## config.mk

```make
export PLATFORM = sky130hd
export DESIGN_NAME = prf_pend_tracker
export DESIGN_NICKNAME = d
export VERILOG_FILES = /design/src/rtl/prf_pend_tracker.sv
export SDC_FILE = /design/constraint.sdc
export NUM_CORES = 1
export LEC_CHECK = 0
export CAP_MARGIN = 10
export CORE_ASPECT_RATIO = 0.9
export CORE_MARGIN = 1.5
export CORE_UTILIZATION = 43
export DETAILED_ROUTE_END_ITERATION = 7
export PLACE_DENSITY_LB_ADDON = 0.25
export RECOVER_POWER = 50
export SETUP_SLACK_MARGIN = 0.1
export SLEW_MARGIN = 40
export SYNTH_ARGS = -nofsm -noshare
export SYNTH_HDL_FRONTEND = slang
export SYNTH_SLANG_ARGS = --single-unit
```

## constraint.sdc

```tcl
create_clock -name clk -period 13.5 [get_ports clk]
set_clock_uncertainty 0.1 [all_clocks]
set_input_delay 2.7 -clock clk [delete_from_list [all_inputs] [get_ports clk]]
set_output_delay 2.7 -clock clk [all_outputs]
set_load 0.05 [all_outputs]
```

## src/rtl/prf_pend_tracker.sv

```systemverilog
// ---------------------------------------------------------------------------
// prf_pend_tracker
//   Pending-bit scoreboard for the integer physical register file. Each
//   physical register has one bit that is set when rename allocates it as a
//   destination and cleared when a PRF writeback targets it. Rename queries
//   the table for every source of every lane in a bundle. Each query gets a
//   0-cycle answer that accounts for allocations by older lanes in the same
//   bundle and for writebacks happening in the same cycle.
//
// Ports
//   clk         clock
//   reset       synchronous active-high reset; forces o_pend low while high
//   wr_en       per writeback port valid
//   wr_pdst     per writeback port destination preg
//   alloc_en    per rename lane allocate-valid (lane 0 is oldest)
//   alloc_pdst  per rename lane newly allocated preg
//   lkup_psrc   per lane, per source operand preg to query
//   o_pend      per lane, per source: 1 = value not yet written
//   flush       clears every pending bit; alloc/wr ignored that cycle
//   o_num_pend  registered number of pending pregs
// ---------------------------------------------------------------------------
module prf_pend_tracker #(
    parameter int NUM_PREGS = 64,
    parameter int NUM_WR    = 3,
    parameter int NUM_LANES = 2,
    parameter int NUM_SRCS  = 2,
    parameter int PREG_W    = $clog2(NUM_PREGS),
    parameter int CNT_W     = $clog2(NUM_PREGS + 1)
) (
    input  logic                                             clk,
    input  logic                                             reset,
    input  logic [NUM_WR-1:0]                                wr_en,
    input  logic [NUM_WR-1:0][PREG_W-1:0]                    wr_pdst,
    input  logic [NUM_LANES-1:0]                             alloc_en,
    input  logic [NUM_LANES-1:0][PREG_W-1:0]                 alloc_pdst,
    input  logic [NUM_LANES-1:0][NUM_SRCS-1:0][PREG_W-1:0]   lkup_psrc,
    output logic [NUM_LANES-1:0][NUM_SRCS-1:0]               o_pend,
    input  logic                                             flush,
    output logic [CNT_W-1:0]                                 o_num_pend
);

    // Pending table and its registered population count.
    logic [NUM_PREGS-1:0]                 pend_r;
    logic [CNT_W-1:0]                     num_pend_r;

    logic [NUM_PREGS-1:0]                 set_vec_s;
    logic [NUM_PREGS-1:0]                 clr_vec_s;
    logic [NUM_PREGS-1:0]                 pend_next_s;
    logic [CNT_W-1:0]                     num_pend_next_s;
    logic [NUM_LANES-1:0][NUM_SRCS-1:0]   pend_s;

    // True when a lane older than 'lane' allocates preg p in this bundle.
    function automatic logic older_alloc_hit(
        input int                               lane,
        input logic [PREG_W-1:0]                p,
        input logic [NUM_LANES-1:0]             en,
        input logic [NUM_LANES-1:0][PREG_W-1:0] pdst
    );
        logic hit;
        hit = 1'b0;
        for (int k = 0; k < NUM_LANES; k++) begin
            hit = hit | ((k < lane) && en[k] && (pdst[k] == p));
        end
        return hit;
    endfunction

    // True when any writeback port writes preg p this cycle.
    function automatic logic wr_hit(
        input logic [PREG_W-1:0]             p,
        input logic [NUM_WR-1:0]             en,
        input logic [NUM_WR-1:0][PREG_W-1:0] pdst
    );
        logic hit;
        hit = 1'b0;
        for (int w = 0; w < NUM_WR; w++) begin
            hit = hit | (en[w] && (pdst[w] == p));
        end
        return hit;
    endfunction

    // Number of set bits in a pending vector.
    function automatic logic [CNT_W-1:0] popcount(input logic [NUM_PREGS-1:0] v);
        logic [CNT_W-1:0] c;
        c = '0;
        for (int i = 0; i < NUM_PREGS; i++) begin
            c = c + CNT_W'(v[i]);
        end
        return c;
    endfunction

    // Source lookup: zero reg, then older-lane alloc, then writeback bypass, then table.
    // A lane's own alloc is deliberately excluded: its sources read the old mapping.
    always_comb begin
        pend_s = '0;
        for (int l = 0; l < NUM_LANES; l++) begin
            for (int s = 0; s < NUM_SRCS; s++) begin
                if (reset) begin
                    pend_s[l][s] = 1'b0;
                end else if (lkup_psrc[l][s] == '0) begin
                    pend_s[l][s] = 1'b0;
                end else if (older_alloc_hit(l, lkup_psrc[l][s], alloc_en, alloc_pdst)) begin
                    pend_s[l][s] = 1'b1;
                end else if (wr_hit(lkup_psrc[l][s], wr_en, wr_pdst)) begin
                    pend_s[l][s] = 1'b0;
                end else begin
                    pend_s[l][s] = pend_r[lkup_psrc[l][s]];
                end
            end
        end
    end

    // Decode allocations (preg 0 excluded) and writebacks into per-preg set/clear vectors.
    always_comb begin
        set_vec_s = '0;
        clr_vec_s = '0;
        for (int p = 0; p < NUM_PREGS; p++) begin
            for (int l = 0; l < NUM_LANES; l++) begin
                set_vec_s[p] = set_vec_s[p] |
                               (alloc_en[l] && (alloc_pdst[l] == PREG_W'(p)) &&
                                (alloc_pdst[l] != '0));
            end
            for (int w = 0; w < NUM_WR; w++) begin
                clr_vec_s[p] = clr_vec_s[p] | (wr_en[w] && (wr_pdst[w] == PREG_W'(p)));
            end
        end
    end

    // Next table: flush wipes everything; otherwise set wins over clear so a
    // preg written and reallocated in the same cycle stays pending.
    always_comb begin
        pend_next_s = pend_r;
        if (flush) begin
            pend_next_s = '0;
        end else begin
            pend_next_s = set_vec_s | (pend_r & ~clr_vec_s);
        end
        num_pend_next_s = popcount(pend_next_s);
    end

    // State register; reset overrides flush, alloc and writeback.
    always_ff @(posedge clk) begin
        if (reset) begin
            pend_r     <= '0;
            num_pend_r <= '0;
        end else begin
            pend_r     <= pend_next_s;
            num_pend_r <= num_pend_next_s;
        end
    end

    // Output drive.
    always_comb begin
        o_pend     = pend_s;
        o_num_pend = num_pend_r;
    end

    prf_pend_tracker_chk #(
        .NUM_PREGS (NUM_PREGS),
        .NUM_WR    (NUM_WR),
        .NUM_LANES (NUM_LANES),
        .PREG_W    (PREG_W)
    ) u_chk (
        .clk        (clk),
        .reset      (reset),
        .wr_en      (wr_en),
        .wr_pdst    (wr_pdst),
        .alloc_en   (alloc_en),
        .alloc_pdst (alloc_pdst),
        .pend_r     (pend_r)
    );

endmodule

// ---------------------------------------------------------------------------
// prf_pend_tracker_chk
//   Protocol checks on the tracker's inputs, evaluated at each clock edge
//   outside reset: no X on the enables, no duplicate alloc_pdst within a
//   bundle, and no allocation of a preg that is still pending unless a
//   writeback clears it in the same cycle.
//
// Ports
//   clk, reset              clock and synchronous reset of the tracker
//   wr_en, wr_pdst          writeback ports
//   alloc_en, alloc_pdst    rename allocations
//   pend_r                  current pending table
// ---------------------------------------------------------------------------
module prf_pend_tracker_chk #(
    parameter int NUM_PREGS = 64,
    parameter int NUM_WR    = 3,
    parameter int NUM_LANES = 2,
    parameter int PREG_W    = $clog2(NUM_PREGS)
) (
    input  logic                             clk,
    input  logic                             reset,
    input  logic [NUM_WR-1:0]                wr_en,
    input  logic [NUM_WR-1:0][PREG_W-1:0]    wr_pdst,
    input  logic [NUM_LANES-1:0]             alloc_en,
    input  logic [NUM_LANES-1:0][PREG_W-1:0] alloc_pdst,
    input  logic [NUM_PREGS-1:0]             pend_r
);

    logic dup_s;
    logic stale_s;

    // Two enabled lanes naming the same preg.
    function automatic logic dup_alloc(
        input logic [NUM_LANES-1:0]             en,
        input logic [NUM_LANES-1:0][PREG_W-1:0] pdst
    );
        logic d;
        d = 1'b0;
        for (int i = 0; i < NUM_LANES; i++) begin
            for (int j = 0; j < NUM_LANES; j++) begin
                d = d | ((i < j) && en[i] && en[j] && (pdst[i] == pdst[j]));
            end
        end
        return d;
    endfunction

    // An enabled lane allocating a still-pending preg that no writeback clears now.
    function automatic logic stale_alloc(
        input logic [NUM_LANES-1:0]             en,
        input logic [NUM_LANES-1:0][PREG_W-1:0] pdst,
        input logic [NUM_WR-1:0]                wen,
        input logic [NUM_WR-1:0][PREG_W-1:0]    wpdst,
        input logic [NUM_PREGS-1:0]             pend
    );
        logic bad;
        logic cleared;
        bad = 1'b0;
        for (int l = 0; l < NUM_LANES; l++) begin
            cleared = 1'b0;
            for (int w = 0; w < NUM_WR; w++) begin
                cleared = cleared | (wen[w] && (wpdst[w] == pdst[l]));
            end
            bad = bad | (en[l] && (pdst[l] != '0) && pend[pdst[l]] && !cleared);
        end
        return bad;
    endfunction

    // Evaluate the bundle-level violation flags.
    always_comb begin
        dup_s   = dup_alloc(alloc_en, alloc_pdst);
        stale_s = stale_alloc(alloc_en, alloc_pdst, wr_en, wr_pdst, pend_r);
    end

    // Sample the checks on each active edge outside reset.
    always_ff @(posedge clk) begin
        if (!reset) begin
            assert (!$isunknown(wr_en))
                else $error("prf_pend_tracker: X on wr_en");
            assert (!$isunknown(alloc_en))
                else $error("prf_pend_tracker: X on alloc_en");
            assert (!dup_s)
                else $error("prf_pend_tracker: duplicate alloc_pdst in bundle");
            assert (!stale_s)
                else $error("prf_pend_tracker: alloc_pdst already pending");
        end
    end

endmodule
```

==> qor.yml <==
place:
  port-buffer-count: 72
  place_hpwl_um: 33360
  place_congestion: 1.083
logic_synthesis:
  ys_warn_count: 0
  synthCells: 1087
  synth-adder-area-share: 0.1364
  synth-seq-cells: 71
  synth_area_leader_cell: "mux4_2"
  async_reset_ff_frac: 0
  synthSimpleGateAreaFrac: 0.2173
  syn_area_um2: 9392
  synthTopCellsByArea: "mux4_2, dfxtp_1, fa_1"
  synthXorXnorAreaFrac: 0.07927
  ys_seq_area_frac: 0.1513
  muxShareOfSynthArea: 0.1916
  syn_area_per_cell_um2: 8.640
  synth-compound-area-share: 0.1595
  ys_top_cells_by_count: "nor2_1, nand2_1, mux4_2"
  synth_top_family_by_area: "simple AND/OR/NAND/NOR gates"
  yosys.cell_count.top_type: "nor2_1"
  synth_ff_type: "dfxtp_1"
  synth_edf_count: 0
  synth_cell_types: 55
  syn_nets: 1219
  synth_top_area_share: 0.1775
drt:
  drcViolationCount: 0
  wl_um: 44350
  ant_nets: 0
  drt_iter0_markers: 1615
  viasPerCell: 7.042
  vias: 9796
  post_drt_wl_per_cell_um: 31.88
  first_pass_iters: 6
sta:
  grt_setup_unrepaired: "no"
  max_freq_ghz: 0.09432
  relSlewSlack: 0.4016
  slew_violations: 0
  tightest_slew_ns: 0.8855
  hold_viol: 0
  setup-violations-final: 0
  fin_crit_ns: 10.60
  tns_ns: 0
  finalCritPeriodShare: 0.7853
cells_and_area:
  drive_gt1_frac: 0.1191
  final_nets: 1227
  antenna_cells: 0
  areaGrowthSynthToFinish_pct: 12.46
  n_fill_cell: 2045
pwr:
  leakagePower_uw: 0.003666
  power_uw: 673.0
  ir_worst_vdd_v: 0.00005151
  power_density_nw_per_um2: 63.72
clock_network:
  clock_sinks: 71
  path_clk_slew_ns: 0.07
  clock-root-buffer: "clkbuf_16"
  cts_tree: "built"
  cts_hold_buf: 0
  cts.repair.resized: 0
  numCtsBuffers: 9
  clock_path_buffers: 2
  clkLatencyLatePin_ns: 0.36
  cts_setup_buffers: 0
  cts_max_level: 3
worst_setup_path:
  crit_required_ns: 13.64
  critPathLaunch: "wr_pdst[13]"
  cp-end-kind: "flop"
  crit_type: "input pin to flop"
  crit_buf_inv: 5
  path_delay_family: "adder cells"
  r2r-start: "pend_r[39]"
  cpMostUsedCell: "fa_1"
  cpPeakStageDelay_ns: 1.04
  cp_slowest_cell: "dlygate4sd3_1"
  cp.arrival_ns: 10.74
  critical_path.max_fanout: 15
  startpoint_type: "input pin"
die:
  start_util: 0.4367
  ios: 73
  die-area_um2: 22740
  die_h_um: 143.2
  die_w_um: 158.8
  core_area_um2: 21500
  rows: 51
global_route:
  grt_pass1_vias: 9452
  track_usage: 0.3969
  gr-total-overflow: 0
  grt_pass1_wl_um: 65050
  grt_max_degree: 82
  antenna_found_initial: 0
min_path:
  hp-class: "flop to flop"
  hp-start: "pend_r[48]"
flow_run:
  maxCapViolations: 0
run_status:
  status: "finished clean"
## worst register-to-register path: stages, from the launching register on
cell	delay (ns)
dfxtp_1	0.58
o21ai_0	0.17
a211oi_1	0.38
o21bai_1	0.18
fa_1	0.62
inv_1	0.08
fa_1	0.49
inv_1	0.07
fa_1	0.42
fa_1	0.55
inv_1	0.07
fa_1	0.56
fa_1	0.43
fa_1	0.49
inv_1	0.05
fa_1	0.51
inv_1	0.05
ha_1	0.25
nor2b_1	0.12
o21ai_0	0.26
a21boi_1	0.14
o21ai_0	0.22
nor3b_1	0.22
nor3_1	0.06
## cell families after synthesis
group,Yosys count
mux,87
fa+ha+maj,70
flops,71
xor+xnor,85
compound gates,225
buf+inv,151
simple gates,398
## layout make-up
type | instances | area, µm² | area share
clock buffers | 9 | 225.2 | 0.02132
clock inverters | 7 | 87.58 | 0.008293
inverters | 51 | 191.4 | 0.01813
multi-input cells | 865 | 7375 | 0.6983
flip-flops and latches | 71 | 1421 | 0.1346
well taps | 291 | 364.1 | 0.03447
repair buffers | 97 | 897.1 | 0.08494
## per-layer routing
metal | share of wire | up-vias | track usage | wire length [µm]
met2 | 0.42 | 856 | 0.5930 | 18590
met5 | 0 | - | 0 | 0
met1 | 0.37 | 4720 | 0.5217 | 16470
li1 | - | 4023 | - | -
met3 | 0.14 | 197 | 0.1011 | 6345
met4 | 0.066 | 0 | 0.2331 | 2940
## where the power goes
group | switching (µW) | internal [µW] | total (µW)
registers | 2.97 | 212 | 215
logic | 120 | 69.7 | 190
clock network | 120 | 148 | 268
total | 244 | 429 | 673
## metrics by stage
| stage | utilization | hold slack [ns] | cells | setup slack [ns] | instance area, µm² |
|---|---|---|---|---|---|
| final | 0.4911 | 0.6184 | 1391 | 2.898 | 10560 |
| after global routing | 0.4911 | 0.6399 | 1391 | 2.684 | 10560 |
| after CTS | 0.4916 | 0.5908 | 1391 | 3.123 | 10570 |
| after detailed placement | 0.4770 | 0.5798 | 1375 | 2.758 | 10260 |
| after global placement | 0.4754 | 0.5976 | 1373 | 2.679 | 10220 |
| after floorplan | - | 0.4722 | 1087 | 4.167 | 9392 |
## registers in the layout (all words and copies together), names as in the netlist
register and cells:
o_num_pend 7, pend_r 64
## path summary, 6_finish.rpt
kind,end,slack (ns),depth (start not counted)
min reg2reg,pend_r[48],0.62,2
max,o_num_pend[5],2.90,25
max reg2reg,o_num_pend[5],6.33,23
min,pend_r[48],0.62,2
## cells in the final DEF (no fill, tap or decap), drive strengths merged, types with 3 or more instances in the layout
| cell | instances |
|---|---|
| nor2 | 105 |
| nand2 | 81 |
| mux4 | 74 |
| dfxtp | 71 |
| o22ai | 70 |
| inv | 55 |
| fa | 54 |
| clkdlybuf4s50 | 54 |
| xnor2 | 49 |
| a22oi | 48 |
| a31oi | 44 |
| or2 | 37 |
| nor3 | 36 |
| xor2 | 36 |
| buf | 28 |
| nand3 | 24 |
| o21ai | 21 |
| nand4 | 20 |
| nor2b | 17 |
| nor4 | 17 |
| ha | 16 |
| nand2b | 14 |
| o21bai | 14 |
| dlygate4sd3 | 14 |
| mux2i | 11 |
| nand3b | 10 |
| clkbuf | 10 |
| nor3b | 6 |
| nor4bb | 6 |
| or3b | 6 |
| nor4b | 5 |
| a21oi | 5 |
| and3 | 4 |
| o22a | 4 |
| a211oi | 4 |
| o221ai | 4 |
| and3b | 3 |
| nand4b | 3 |
Power figures use the tool's default switching activity.
